--- config.mk ---
export PLATFORM = sky130hd
export DESIGN_NAME = audio_play_buf
export DESIGN_NICKNAME = d
export VERILOG_FILES = /design/src/rtl/audio_play_buf.sv
export SDC_FILE = /design/constraint.sdc
export NUM_CORES = 1
export LEC_CHECK = 0
export ABC_AREA = 1
export CAP_MARGIN = 20
export CELL_PAD_IN_SITES_DETAIL_PLACEMENT = 0
export CELL_PAD_IN_SITES_GLOBAL_PLACEMENT = 1
export CORE_MARGIN = 5
export CORE_UTILIZATION = 46
export CTS_BUF_LIST = sky130_fd_sc_hd__clkbuf_2
export CTS_CLUSTER_DIAMETER = 50
export CTS_CLUSTER_SIZE = 10
export DETAILED_ROUTE_END_ITERATION = 6
export GPL_TIMING_DRIVEN = 1
export HOLD_SLACK_MARGIN = 0.06
export PLACE_DENSITY = 0.87
export RECOVER_POWER = 50
export SYNTH_ARGS = -nofsm -noshare
export SYNTH_HDL_FRONTEND = slang
export SYNTH_SLANG_ARGS = --single-unit
--- constraint.sdc ---
create_clock -name aud_bclk -period 3.4 [get_ports aud_bclk]
set_input_delay 0.68 -clock aud_bclk [delete_from_list [all_inputs] [get_ports aud_bclk]]
set_output_delay 0.68 -clock aud_bclk [all_outputs]
set_load 0.005 [all_outputs]
--- src/rtl/audio_play_buf.sv ---
// Playback buffer between a user sample source and the DAC serializer.
// A circular FIFO fills in PREFILL and drains one word per tx_done in PLAY.
module audio_play_buf #(
    parameter int WL     = 32,
    parameter int AW     = 4,
    parameter int THRESH = 8
) (
    input  logic          aud_bclk,
    input  logic          rst_n,
    input  logic          wr_en,
    input  logic [WL-1:0] wr_data,
    output logic          wr_full,
    input  logic          tx_done,
    output logic [WL-1:0] dac_data,
    output logic [AW:0]   fifo_level,
    output logic          playing,
    output logic          underrun,
    output logic          overflow
);

    // state   | meaning
    // PREFILL | filling, output muted, tx_done ignored
    // PLAY    | one word popped per tx_done; empty pop returns to PREFILL
    typedef enum logic {
        PREFILL = 1'b0,
        PLAY    = 1'b1
    } state_t;

    localparam int          DEPTH    = 1 << AW;
    localparam logic [AW:0] DEPTH_L  = (AW+1)'(DEPTH);
    localparam logic [AW:0] THRESH_L = (AW+1)'(THRESH);

    state_t          state_q, state_d;
    logic [AW-1:0]   wr_ptr_q, wr_ptr_d;
    logic [AW-1:0]   rd_ptr_q, rd_ptr_d;
    logic [AW:0]     level_q, level_d;
    logic [WL-1:0]   dac_q, dac_d;
    logic            playing_q, playing_d;
    logic            underrun_q, underrun_d;
    logic            overflow_q, overflow_d;
    logic [WL-1:0]   mem [DEPTH];

    logic full, empty, wr_acc, pop, pop_fail;

    always_comb begin
        full     = (level_q == DEPTH_L);
        empty    = (level_q == '0);
        // Fullness is judged on the current level, so a same-cycle pop cannot rescue a write.
        wr_acc   = wr_en && !full;
        pop      = (state_q == PLAY) && tx_done && !empty;
        pop_fail = (state_q == PLAY) && tx_done && empty;

        wr_ptr_d = wr_acc ? wr_ptr_q + 1'b1 : wr_ptr_q;
        rd_ptr_d = pop    ? rd_ptr_q + 1'b1 : rd_ptr_q;

        level_d = level_q;
        if (wr_acc && !pop) begin
            level_d = level_q + 1'b1;
        end else if (!wr_acc && pop) begin
            level_d = level_q - 1'b1;
        end

        state_d = state_q;
        dac_d   = dac_q;
        case (state_q)
            PREFILL: begin
                dac_d = '0;
                if (level_q >= THRESH_L) begin
                    state_d = PLAY;
                end
            end
            PLAY: begin
                if (pop) begin
                    dac_d = mem[rd_ptr_q];
                end else if (pop_fail) begin
                    dac_d   = '0;
                    state_d = PREFILL;
                end
            end
            default: begin
                dac_d   = '0;
                state_d = PREFILL;
            end
        endcase

        playing_d  = (state_d == PLAY);
        underrun_d = pop_fail;
        overflow_d = wr_en && full;
    end

    always_ff @(posedge aud_bclk or negedge rst_n) begin
        if (!rst_n) begin
            state_q    <= PREFILL;
            wr_ptr_q   <= '0;
            rd_ptr_q   <= '0;
            level_q    <= '0;
            dac_q      <= '0;
            playing_q  <= 1'b0;
            underrun_q <= 1'b0;
            overflow_q <= 1'b0;
        end else begin
            state_q    <= state_d;
            wr_ptr_q   <= wr_ptr_d;
            rd_ptr_q   <= rd_ptr_d;
            level_q    <= level_d;
            dac_q      <= dac_d;
            playing_q  <= playing_d;
            underrun_q <= underrun_d;
            overflow_q <= overflow_d;
        end
    end

    always_ff @(posedge aud_bclk) begin
        if (wr_acc) begin
            mem[wr_ptr_q] <= wr_data;
        end
    end

    assign wr_full    = full;
    assign dac_data   = dac_q;
    assign fifo_level = level_q;
    assign playing    = playing_q;
    assign underrun   = underrun_q;
    assign overflow   = overflow_q;

endmodule

==> impl_metrics.toml, run 1 <==
[run_status]
outcome = "complete, but fails checks"
failed_checks = "max-capacitance violations, max-slew violations"

[drt]
vias_per_cell = 5.05
drt_iter0_markers = 1333
finalWirelength_mm = 55.6
wl_per_cell_microns = 17.7
drc_errors = 0
dr_total_vias = 15900
drtPass1Iterations = 5
antenna_left = 0

[timing]
finalSetupViolCount = 0
rsz0062_at_grt = "no"
fin_tns_setup_ps = 0
max_freq_mhz = 312
period_share_pct = 94.2
holdWs_ps = 305
hold_viol_final = 0
worstMarginPinSlew_ps = 1790
fin_worst_skew_ps = 83.1
slew_violations = 191
max_slew_margin_pct = -19.1
fin_crit_ps = 3200

[synth]
syn_inst = 2329
yosys.area_share.adder_pct = 0.548
synth_top_cell_by_area = "edfxtp_1"
synth_simple_gate_area_share_pct = 21.0
yosysWarnings = 0
synth-seq-area-share_pct = 68.5
synth-xor-area-share_pct = 0.253
syn-num-nets = 2375
yosysTopAreaCellShare_pct = 63.5
synth_top_family_by_area = "simple AND/OR/NAND/NOR gates"
synth.mux.area_fraction_pct = 0
syn_avg_cell_area_sq_um = 10.4
ys_types = 26
synth-compound-area-share_pct = 0.160
synth_area_sq_um = 24200
synth_top_cells_by_area = "edfxtp_1 (63%), nand2_1 (13%), nand3_1 (8.0%), inv_1 (6.3%), dfrtp_1 (5.0%)"
synth_seq_cells = 560

[global_routing]
grt_pass1_wl_mm = 88.0
grt_max_degree = 162
grt-ovfl-total = 0
track_usage_pct = 19.5
antenna_found_initial = 1
grt_pass1_vias = 15900

[place]
dpl.hpwl_mm = 30.6
dpl_cell_area_sq_um = 25600
gp_congestion = 0.818
dp.cells = 3018
io_buffers = 76

[cells_and_area]
syn2layout_area_growth_pct = 8.55
fin_util_pct = 50.2
drive_above_1_share_pct = 7.58
final_area_sq_um = 26300
nNetsFinal = 2447
final_common_cell = "nand2_1"
layout_common_cells = "nand2_1 (808), edfxtp_1 (512), inv_1 (407)"
layout.cells.non_filler = 3143

[setup_path]
path_cells = "nor4_4, nand2_1, inv_1, clkdlybuf4s50_1"
endpoint_kind = "output pin"
r2r_start = "fifo_level[0]"
cp.arrival_ps = 2520
slowest_delay_ps = 500
crit_path_top_delay_cell = "dfrtp_2"
path_class = "reg2out"
rrSetupSlack_ps = 450
worstPathBufferInverterCount = 2
worst_setup_path_start_kind = "flop"
cp_data_required_time_ps = 2720
crit_family = "buffers and inverters"
cp_max_fo = 5
worstReg2RegEnd = "mem[1][21]"
r2r_cells = 6

[clocking]
clock-sinks = 560
worstSkewPairLatency_ps = 1030
cts_max_level = 3
postCtsSetupRepairBufs = 0
clockRootBuffer = "clkbuf_2"
cts_buffer_depth = 3
path_clk_slew_ps = 190
cts_tree = "yes"
cts_buffers = 67

[flow_run]
drv_cap = 3

[hold_path]
holdCritPathClass = "in2reg"
min_to = "underrun"
min_path_cells = 3
hp-start = "tx_done"

[floorplanning]
start_util_pct = 46.3
rows = 84
core_sq_um = 52300
die_w_microns = 239
io_pins = 77
die_area_sq_um = 57300
die_h_microns = 239

[power_and_ir_drop]
power_density_nw_per_um2 = 717
power.leakage_nw = 11.4
ir_drop_mv = 0.513
==> layout make-up <==
type,instances,area (sq um)
clock buffer,113,566
inverter,411,1550
clock inverter,9,93.8
fill,4570,26100
tap,688,861
multi-input combinational,1243,5420
antenna,1,2.50
sequential,560,16600
timing repair buffer,118,1210
==> cells by family (layout without fill, tap and decap cells) <==
group	Yosys count	after routing
and+or+nand+nor	1219	1219
DFF	560	560
buffers and inverters	526	651
adders and majority gates	10	10
AOI/OAI and AO/OA	7	7
xor gates and xnor gates	7	7
other	0	1
==> where the power goes <==
| part | switching (mW) | internal [mW] |
|---|---|---|
| logic | 4.73 | 2.25 |
| registers | 0.321 | 8.29 |
| clock network | 2.25 | 1.01 |
| total | 7.29 | 11.6 |
==> per-layer routing <==
| metal | routed length (microns) | GRT usage (%) |
|---|---|---|
| met1 | 23200 | 25.2 |
| met5 | 0 | 0 |
| met2 | 27700 | 33.8 |
| met4 | 1600 | 6.99 |
| met3 | 3060 | 2.77 |
==> synth_stat cells, drive strengths merged <==
cell    count
nor2        6
nand2     808
ha          9
clkinv      1
fa          1
nor3       17
xor2        4
buf       101
o21ai       3
clkbuf     14
dfrtp      48
inv       410
edfxtp    512
a21oi       2
nand3     387
nor4        1
a31oi       1
xnor2       3
o21bai      1
==> per-stage QoR <==
stage	power (mW)	setup WS, ps
after floorplan	13.6	-198
after global placement	15.6	647
after detailed placement	15.8	645
after CTS	19.1	32.3
after global routing	20.1	0.0688
final	18.9	198
==> tightest hold or removal path, stage by stage <==
cell,delay (ps)
clkdlybuf4s50_1,460
nand2_1,100
nor2_1,60
==> timing repair <==
item	4_1_cts	5_1_grt
endpoints found under the setup margin	1	1
hold endpoints to repair	22	0
hold buffers	2	0
resized for setup	1	1
==> worst max-delay path by stage <==
stage	start	to	slack (ps)	cells after the start
6_report	fifo_level[0]	wr_full	200	4
5_1_grt	fifo_level[1]	wr_full	0.07	4
4_1_cts	fifo_level[0]	wr_full	30	4
3_5_place_dp	tx_done	fifo_level[4]	650	13
3_3_place_gp	tx_done	fifo_level[4]	650	13
2_1_floorplan	wr_en	mem[10][0]	-200	3
==> state kept, by name, summed over array words and instances, names as in the netlist <==
signal      count
mem           512
fifo_level      5
underrun        1
playing         1
dac_data       32
rd_ptr_q        4
wr_ptr_q        4
overflow        1
Note: power is estimated with default switching activity, not from simulation.
==> run 2: changes to the inputs <==
--- a/config.mk
+++ b/config.mk
@@ -17,7 +17,7 @@
 export DETAILED_ROUTE_END_ITERATION = 6
 export GPL_TIMING_DRIVEN = 1
 export HOLD_SLACK_MARGIN = 0.06
-export PLACE_DENSITY = 0.87
+export PLACE_DENSITY = 0.88
 export RECOVER_POWER = 50
 export SYNTH_ARGS = -nofsm -noshare
 export SYNTH_HDL_FRONTEND = slang
==> impl_metrics.toml, run 2 (synthesis results as in run 1) <==
[run_status]
outcome = "complete, but fails checks"
failed_checks = "max-capacitance violations, max-slew violations"

[timing]
max_freq_mhz = 319
max_slew_margin_pct = -0.355
fin_worst_skew_ps = 122
finalSetupViolCount = 0
fin_crit_ps = 3140
slew_violations = 36
worstMarginPinSlew_ps = 1500
period_share_pct = 92.3
rsz0062_at_grt = "no"
fin_ws_ps = 262
hold_viol_final = 0

[setup_path]
cp_max_fo = 5
r2r_start = "fifo_level[1]"
rrSetupSlack_ps = 360
r2r_cells = 6
path_class = "reg2out"
endpoint_kind = "output pin"
crit_path_top_delay_cell = "clkdlybuf4s50_1"
slowest_delay_ps = 500
worst_setup_path_start_kind = "flop"
cp.arrival_ps = 2460
cp_data_required_time_ps = 2720
worstReg2RegEnd = "mem[0][26]"
path_cells = "nor4_2, nand2_1, inv_1, clkdlybuf4s50_1"

[clocking]
cts_buffers = 68
postCtsSetupRepairBufs = 0
cts_buffer_depth = 3
path_clk_slew_ps = 140
cts_max_level = 3
clock-sinks = 560
worstSkewPairLatency_ps = 1070
clockRootBuffer = "clkbuf_2"
cts_tree = "yes"

[power_and_ir_drop]
power.leakage_nw = 11.4
ir_drop_mv = 0.605
power_density_nw_per_um2 = 719

[global_routing]
grt_pass1_wl_mm = 90.0
antenna_found_initial = 2
grt_pass1_vias = 16000
grt_max_degree = 160
grt-ovfl-total = 0
track_usage_pct = 20.3

[cells_and_area]
largest_reg_flops = 512
largest_register = "mem"
fin_util_pct = 50.2
layout_common_cells = "nand2_1 (807), edfxtp_1 (512), inv_1 (407)"
final_common_cell = "nand2_1"
nNetsFinal = 2458
drive_above_1_share_pct = 7.64
nFillCells = 4563
syn2layout_area_growth_pct = 8.45

[floorplanning]
die_area_sq_um = 57300
die_w_microns = 239
start_util_pct = 46.3
core_sq_um = 52300
die_h_microns = 239
io_pins = 77
rows = 84

[place]
pre_cts_slack_ps = 630
gp_congestion = 0.802
dpl.hpwl_mm = 32.2
io_buffers = 76

[flow_run]
drv_cap = 1

[hold_path]
hp-start = "wr_en"
holdCritPathClass = "in2reg"
min_path_cells = 3
min_to = "overflow"

[drt]
drtPass1Iterations = 5
wl_per_cell_microns = 18.2
drc_errors = 0
antenna_left = 0
drt_iter0_markers = 1281
vias_per_cell = 5.06
wl_met1_mm = 24.0
dr_total_vias = 15900
top_layer = "met4"
wl_met3_mm = 3.78
finalWirelength_mm = 57.4
wl_met2_mm = 27.9
[run 2: report_power, final]
group	internal (mW)	switching, mW
logic	2.25	4.71
registers	8.30	0.408
clock network	0.985	2.23
total	11.5	7.36
[run 2: timing repair]
| action | in CTS | in global routing |
|---|---|---|
| gates resized for setup | 0 | 0 |
| hold buffers | 2 | 0 |
| hold endpoints to repair | 48 | 0 |
[run 2: worst max-delay path, delay by kind of cell, from the launching register on]
kind	cells	cell delay, ps
buf+inv	2	570
simple gates	2	470
flops	1	470
[run 2: how the worst max path moves through the flow]
| stage | startpoint | cells after the start | endpoint |
|---|---|---|---|
| 2_1_floorplan | wr_en | 3 | mem[10][0] |
| 3_3_place_gp | tx_done | 13 | fifo_level[4] |
| 3_5_place_dp | tx_done | 13 | fifo_level[4] |
| 4_1_cts | fifo_level[1] | 4 | wr_full |
| 5_1_grt | fifo_level[1] | 4 | wr_full |
| 6_report | fifo_level[1] | 4 | wr_full |
[run 2: area by class of cell]
type / count / area (sq um) / share of cell area (%)
sequential: 560 / 16600 / 63.2
multi-input combinational: 1243 / 5410 / 20.6
inverter: 411 / 1550 / 5.90
timing repair buffer: 128 / 1200 / 4.56
tap: 688 / 861 / 3.28
clock buffer: 108 / 541 / 2.06
clock inverter: 11 / 111 / 0.424
antenna: 1 / 2.50 / 0.00953
[run 2: per-layer routing]
layer,vias up,track usage [%]
li1,7645,-
met1,7597,27.3
met2,561,33.7
met3,121,3.21
met4,0,7.31
met5,-,0
[run 2: stage by stage]
step,total power [mW],area (sq um),std cells,TNS (ps),hold slack (ps)
global route,20.2,26300,3150,0,225
CTS,19.1,26300,3149,0,134
detailed placement,15.9,25600,3028,0,465
floorplan,13.6,24200,2329,-82470,384
global placement,15.8,25600,3028,0,465
finish,18.9,26300,3150,0,276
